### src/rtl/multiword_add_ctrl_pkg.sv
// Shared definitions for the multi-word serial adder: FSM state encoding and
// the default slice width / word count.
package multiword_add_ctrl_pkg;

   typedef enum logic [1:0] {
      IDLE = 2'b00,
      RUN  = 2'b01,
      DONE = 2'b10
   } state_t;

   localparam int W_DEF  = 16;
   localparam int NW_DEF = 4;

endpackage

### src/rtl/multiword_add_ctrl_adder_slice.sv
// Purely combinational W-bit adder slice with carry in and carry out.
module adder_slice #(
   parameter int W = 16
) (
   output logic         c_out,
   output logic [W-1:0] sum,
   input  logic [W-1:0] a,
   input  logic [W-1:0] b,
   input  logic         c_in
);

   assign {c_out, sum} = {1'b0, a} + {1'b0, b} + {{W{1'b0}}, c_in};

endmodule

### src/rtl/multiword_add_ctrl.sv
// Serial multi-word adder: one W-bit slice reused over NW words, least significant first.
// Optional macro MWADD_OVF_EN adds a registered signed-overflow output ovf.
module multiword_add_ctrl
   import multiword_add_ctrl_pkg::*;
#(
   parameter int W  = W_DEF,
   parameter int NW = NW_DEF
) (
   input  logic            clk,
   input  logic            rst_n,
   input  logic            start,
   input  logic [W*NW-1:0] a,
   input  logic [W*NW-1:0] b,
   input  logic            c_in,
   input  logic            abort,
   output logic            busy,
   output logic            done,
   output logic [W*NW-1:0] sum,
   output logic            c_out
`ifdef MWADD_OVF_EN
   ,
   output logic            ovf
`endif
);

   localparam int            IW       = (NW > 1) ? $clog2(NW) : 1;
   localparam logic [IW-1:0] LAST_IDX = IW'(NW - 1);

   state_t          state, state_nxt;
   logic [IW-1:0]   idx;
   logic            carry_r;
   logic [W*NW-1:0] a_r, b_r;
   logic [W-1:0]    a_w, b_w, s_w;
   logic            c_w;
   logic            accept, step, last;

   always_ff @(posedge clk or negedge rst_n) begin
      if (!rst_n) state <= IDLE;
      else        state <= state_nxt;
   end

   always_comb begin
      state_nxt = state;
      busy      = 1'b0;
      done      = 1'b0;
      accept    = 1'b0;
      step      = 1'b0;
      unique case (state)
         IDLE: begin
            // start beats a simultaneous abort; abort alone is meaningless here
            if (start) begin
               accept    = 1'b1;
               state_nxt = RUN;
            end
         end
         RUN: begin
            busy = 1'b1;
            if (abort) begin
               state_nxt = IDLE;
            end else begin
               step = 1'b1;
               if (last) state_nxt = DONE;
            end
         end
         DONE: begin
            done      = 1'b1;
            state_nxt = IDLE;
         end
         default: state_nxt = IDLE;
      endcase
   end

   assign last = (idx == LAST_IDX);
   assign a_w  = a_r[idx*W +: W];
   assign b_w  = b_r[idx*W +: W];

   adder_slice #(.W(W)) u_slice (
      .c_out (c_w),
      .sum   (s_w),
      .a     (a_w),
      .b     (b_w),
      .c_in  (carry_r)
   );

   // Operand copies are pure data and need no reset; they are only read in RUN.
   always_ff @(posedge clk) begin
      if (accept) begin
         a_r <= a;
         b_r <= b;
      end
   end

   always_ff @(posedge clk or negedge rst_n) begin
      if (!rst_n) begin
         idx     <= '0;
         carry_r <= 1'b0;
         sum     <= '0;
         c_out   <= 1'b0;
`ifdef MWADD_OVF_EN
         ovf     <= 1'b0;
`endif
      end else if (accept) begin
         idx     <= '0;
         carry_r <= c_in;
      end else if (step) begin
         sum[idx*W +: W] <= s_w;
         carry_r         <= c_w;
         if (!last) begin
            idx <= idx + 1'b1;
         end else begin
            c_out <= c_w;
`ifdef MWADD_OVF_EN
            // carry into the MSB is recovered from the top bits of the last slice
            ovf   <= c_w ^ (a_w[W-1] ^ b_w[W-1] ^ s_w[W-1]);
`endif
         end
      end
   end

endmodule

### config.mk
export PLATFORM = sky130hd
export DESIGN_NAME = multiword_add_ctrl
export DESIGN_NICKNAME = d
export VERILOG_FILES = /design/src/rtl/multiword_add_ctrl_pkg.sv /design/src/rtl/multiword_add_ctrl_adder_slice.sv /design/src/rtl/multiword_add_ctrl.sv
export SDC_FILE = /design/constraint.sdc
export NUM_CORES = 1
export LEC_CHECK = 0
export CAP_MARGIN = 20
export CORE_ASPECT_RATIO = 0.9
export CORE_MARGIN = 8
export CORE_UTILIZATION = 44
export DETAILED_ROUTE_END_ITERATION = 12
export PLACE_DENSITY = 0.76
export RECOVER_POWER = 50
export SYNTH_ARGS = -nofsm -noshare
export SYNTH_HDL_FRONTEND = slang
export SYNTH_SLANG_ARGS = --single-unit
### constraint.sdc
create_clock -name clk -period 10.5 [get_ports clk]
set_clock_uncertainty 0.1 [all_clocks]
set_input_delay 2.625 -clock clk [delete_from_list [all_inputs] [get_ports clk]]
set_output_delay 2.625 -clock clk [all_outputs]
set_load 0.005 [all_outputs]
==> run summary <==
Status: finished with violations
Failing checks: max-capacitance violations, max-slew violations
Finished Layout Cells: 928
Diode count: 0
Hold depth: 2
Initial antenna violation count: 2
Fraction of layout cells with a size suffix above 1: 0.115
Synth Cell Area: 0.00797 mm^2
Placed cells: 893
Most common cell after layout, fill and taps aside: dlygate4sd3_1
Crit path capture type: async pin
Grt ovf: 0
Total die area: 0.0227 mm^2
Final worst-path cycle share: 0.555
Setup_tns: 0 ns
Total global-route track usage: 0.170
Clock Tree Buf Depth: 2
Netlist cell types: 51
First drt pass iteration count: 5
Post-synth EDFFs: 128
Final #Nets: 831
DR vias/cell: 5.37
Wire length on met2: 9070 um
HP Start: sum[47]
Synth Instances: 470
Hold Crit Class: reg -> reg
CP Cell Sequence: buf_2 -> clkbuf_1
Starting DRT DRC Count: 369
CTS Hold Bufs: 0
Reg area: 0.00560 mm^2
Area Overhead vs Synth: 35.1%
Net Count, Synth: 626
Ports: 200
PortBufs: 199
Die X: 158 um
Fill cell count: 1299
First-pass GRT wire length: 29100 um
Reg2reg end: c_out
Final HPWL DP: 14400 um
Max_slew headroom: -1.35
Critical Path RT: 9.86 ns
Slew @ Worst Pin: 3.53 ns
Core ar.: 0.0177 mm^2
Startpoint class of the critical path: input pin
CP max-delay cell: clkbuf_1
FF-to-FF setup slack: 6.10 ns
Crit path buf inv count: 2
Crit Path Class: in -> async
Clk sinks: 198
Endpoints failing hold: 0
Sequential share of the synthesized area: 0.702
Vias in the first global route: 5387
Async SR Flop Fraction: 0.354
Peak VDD IR: 145 uV
R2r startpoint: idx[0]
Setup Fix Bufs, Post-CTS: 0
Routed wire length: 19000 um
Setup Viol. Count Final: 0
Area of the multi-input gates: 0.00226 mm^2
Final Hold Slack: 0.406 ns
Number of register bits inferred by synthesis: 198
Power Density: 270 mW/mm^2
Die height: 144 um
Row count: 46
Residual DRC: 0
TritonCTS Buffers: 17
PostCTS Resize Cnt: 0
CP max FO: 70
Top Family by Delay on Critical Path: buffers and inverters
Gpl congestion: 0.884
Worst skew pair latency: 0.44 ns
Initial Util: 0.451
Yosys synthesis warning count: 0
DR top layer: met5
Routed WL per cell: 20.5 um
Max_cap viols: 2
Htree depth: 4
Unrepaired setup endpoints after global routing: false
Fmax: 172 MHz
CTS tree: done
Remaining antenna violation count: 0
Avg Synthesized Cell Area: 17.0 um^2
Hold path endpoint: sum[47]
Vias: 4980
Root buffer cell: clkbuf_16
Met3 Wirelength: 1590 um
Final min period: 5.82 ns
CP Launch Point: rst_n
Crit path largest cell delay: 2.46 ns
Clock transition at path regs: 0.07 ns
Met1 wire length: 8090 um
Most frequent cells in the layout: dlygate4sd3_1, edfxtp_1, clkdlybuf4s50_1
Leakage: 0.00404 uW
Main synth FF type: edfxtp_1
Pin count of the biggest net entering global routing: 95
Final count of pins violating max slew: 112
Worst Path Arrival: 5.19 ns
Reg2Reg Depth: 10
kinds of logic (layout without fill, tap and decap cells):
| logic type | count (synthesis) | after routing | synth area share |
|---|---|---|---|
| flops | 198 | 198 | 0.702 |
| compound gates | 106 | 106 | 0.0965 |
| simple gates | 70 | 70 | 0.0421 |
| mux | 33 | 33 | 0.0917 |
| buf+inv | 26 | 244 | 0.0135 |
| fa+ha+maj | 23 | 23 | 0.0380 |
| xor+xnor | 14 | 14 | 0.0163 |
report_power, final:
group	switching (uW)	internal (uW)
clock	277	324
sequential	88.2	981
combinational	696	538
cells in the mapped netlist, types with 2 or more instances:
| cell type | n | area [um^2] |
|---|---|---|
| nor3_1 | 3 | 15.0 |
| nor4_1 | 2 | 12.5 |
| nand3_1 | 5 | 25.0 |
| xnor2_1 | 9 | 78.8 |
| a31oi_1 | 2 | 12.5 |
| dfrtp_1 | 70 | 1750 |
| mux4_2 | 32 | 721 |
| clkbuf_1 | 11 | 41.3 |
| nor2b_1 | 2 | 12.5 |
| a21o_1 | 3 | 22.5 |
| nor2_1 | 12 | 45.0 |
| nand2_2 | 2 | 12.5 |
| inv_1 | 5 | 18.8 |
| nand4_1 | 2 | 12.5 |
| o21ai_0 | 14 | 70.1 |
| xor2_1 | 4 | 35.0 |
| fa_1 | 2 | 40.0 |
| o21ai_1 | 13 | 65.1 |
| or3_1 | 2 | 12.5 |
| a22o_1 | 44 | 385 |
| nand2_1 | 30 | 113 |
| edfxtp_1 | 128 | 3840 |
| buf_2 | 8 | 40.0 |
| o211ai_1 | 2 | 15.0 |
| a21oi_1 | 13 | 65.1 |
| o21bai_1 | 2 | 15.0 |
| or2_2 | 2 | 12.5 |
| and3_1 | 3 | 18.8 |
| ha_1 | 21 | 263 |
registers in the layout, summed over array words and instances (netlist names):
signal,count
carry_r,1
state,2
idx,2
b_r,64
sum,64
a_r,64
c_out,1
worst max path at each step:
stage	endpoint	slack, ns	cells past startpoint
final	idx[1]	4.68	2
after global routing	idx[0]	3.91	2
after CTS	sum[27]	5.67	5
after detailed placement	b_r[58]	5.24	4
after global placement	b_r[43]	5.33	4
after floorplan	carry_r	2.02	3
per-layer routing:
metal / up-vias / global-route usage
li1: 2266 / -
met3: 24 / 0.0543
met1: 2481 / 0.218
met5: - / 0
met4: 4 / 0.0526
met2: 205 / 0.272
per-stage QoR:
stage	setup slack [ns]	util	power (uW)	instance area, um^2
4_1_cts	5.67	0.609	2930	10800
6_report	4.68	0.610	2910	10800
3_5_place_dp	5.24	0.579	2320	10200
3_3_place_gp	5.33	0.579	2280	10200
5_1_grt	3.91	0.610	3070	10800
2_1_floorplan	2.02	-	1840	7980
cell type report:
type / instances / area share
Inverter: 6 / 0.00209
Tap cell: 240 / 0.0279
Timing Repair Buffer: 206 / 0.190
Multi-Input combinational cell: 246 / 0.210
Clock buffer: 18 / 0.0398
Sequential cell: 198 / 0.520
Clock inverter: 14 / 0.0101
No activity file was read; power rests on OpenSTA's default activity.
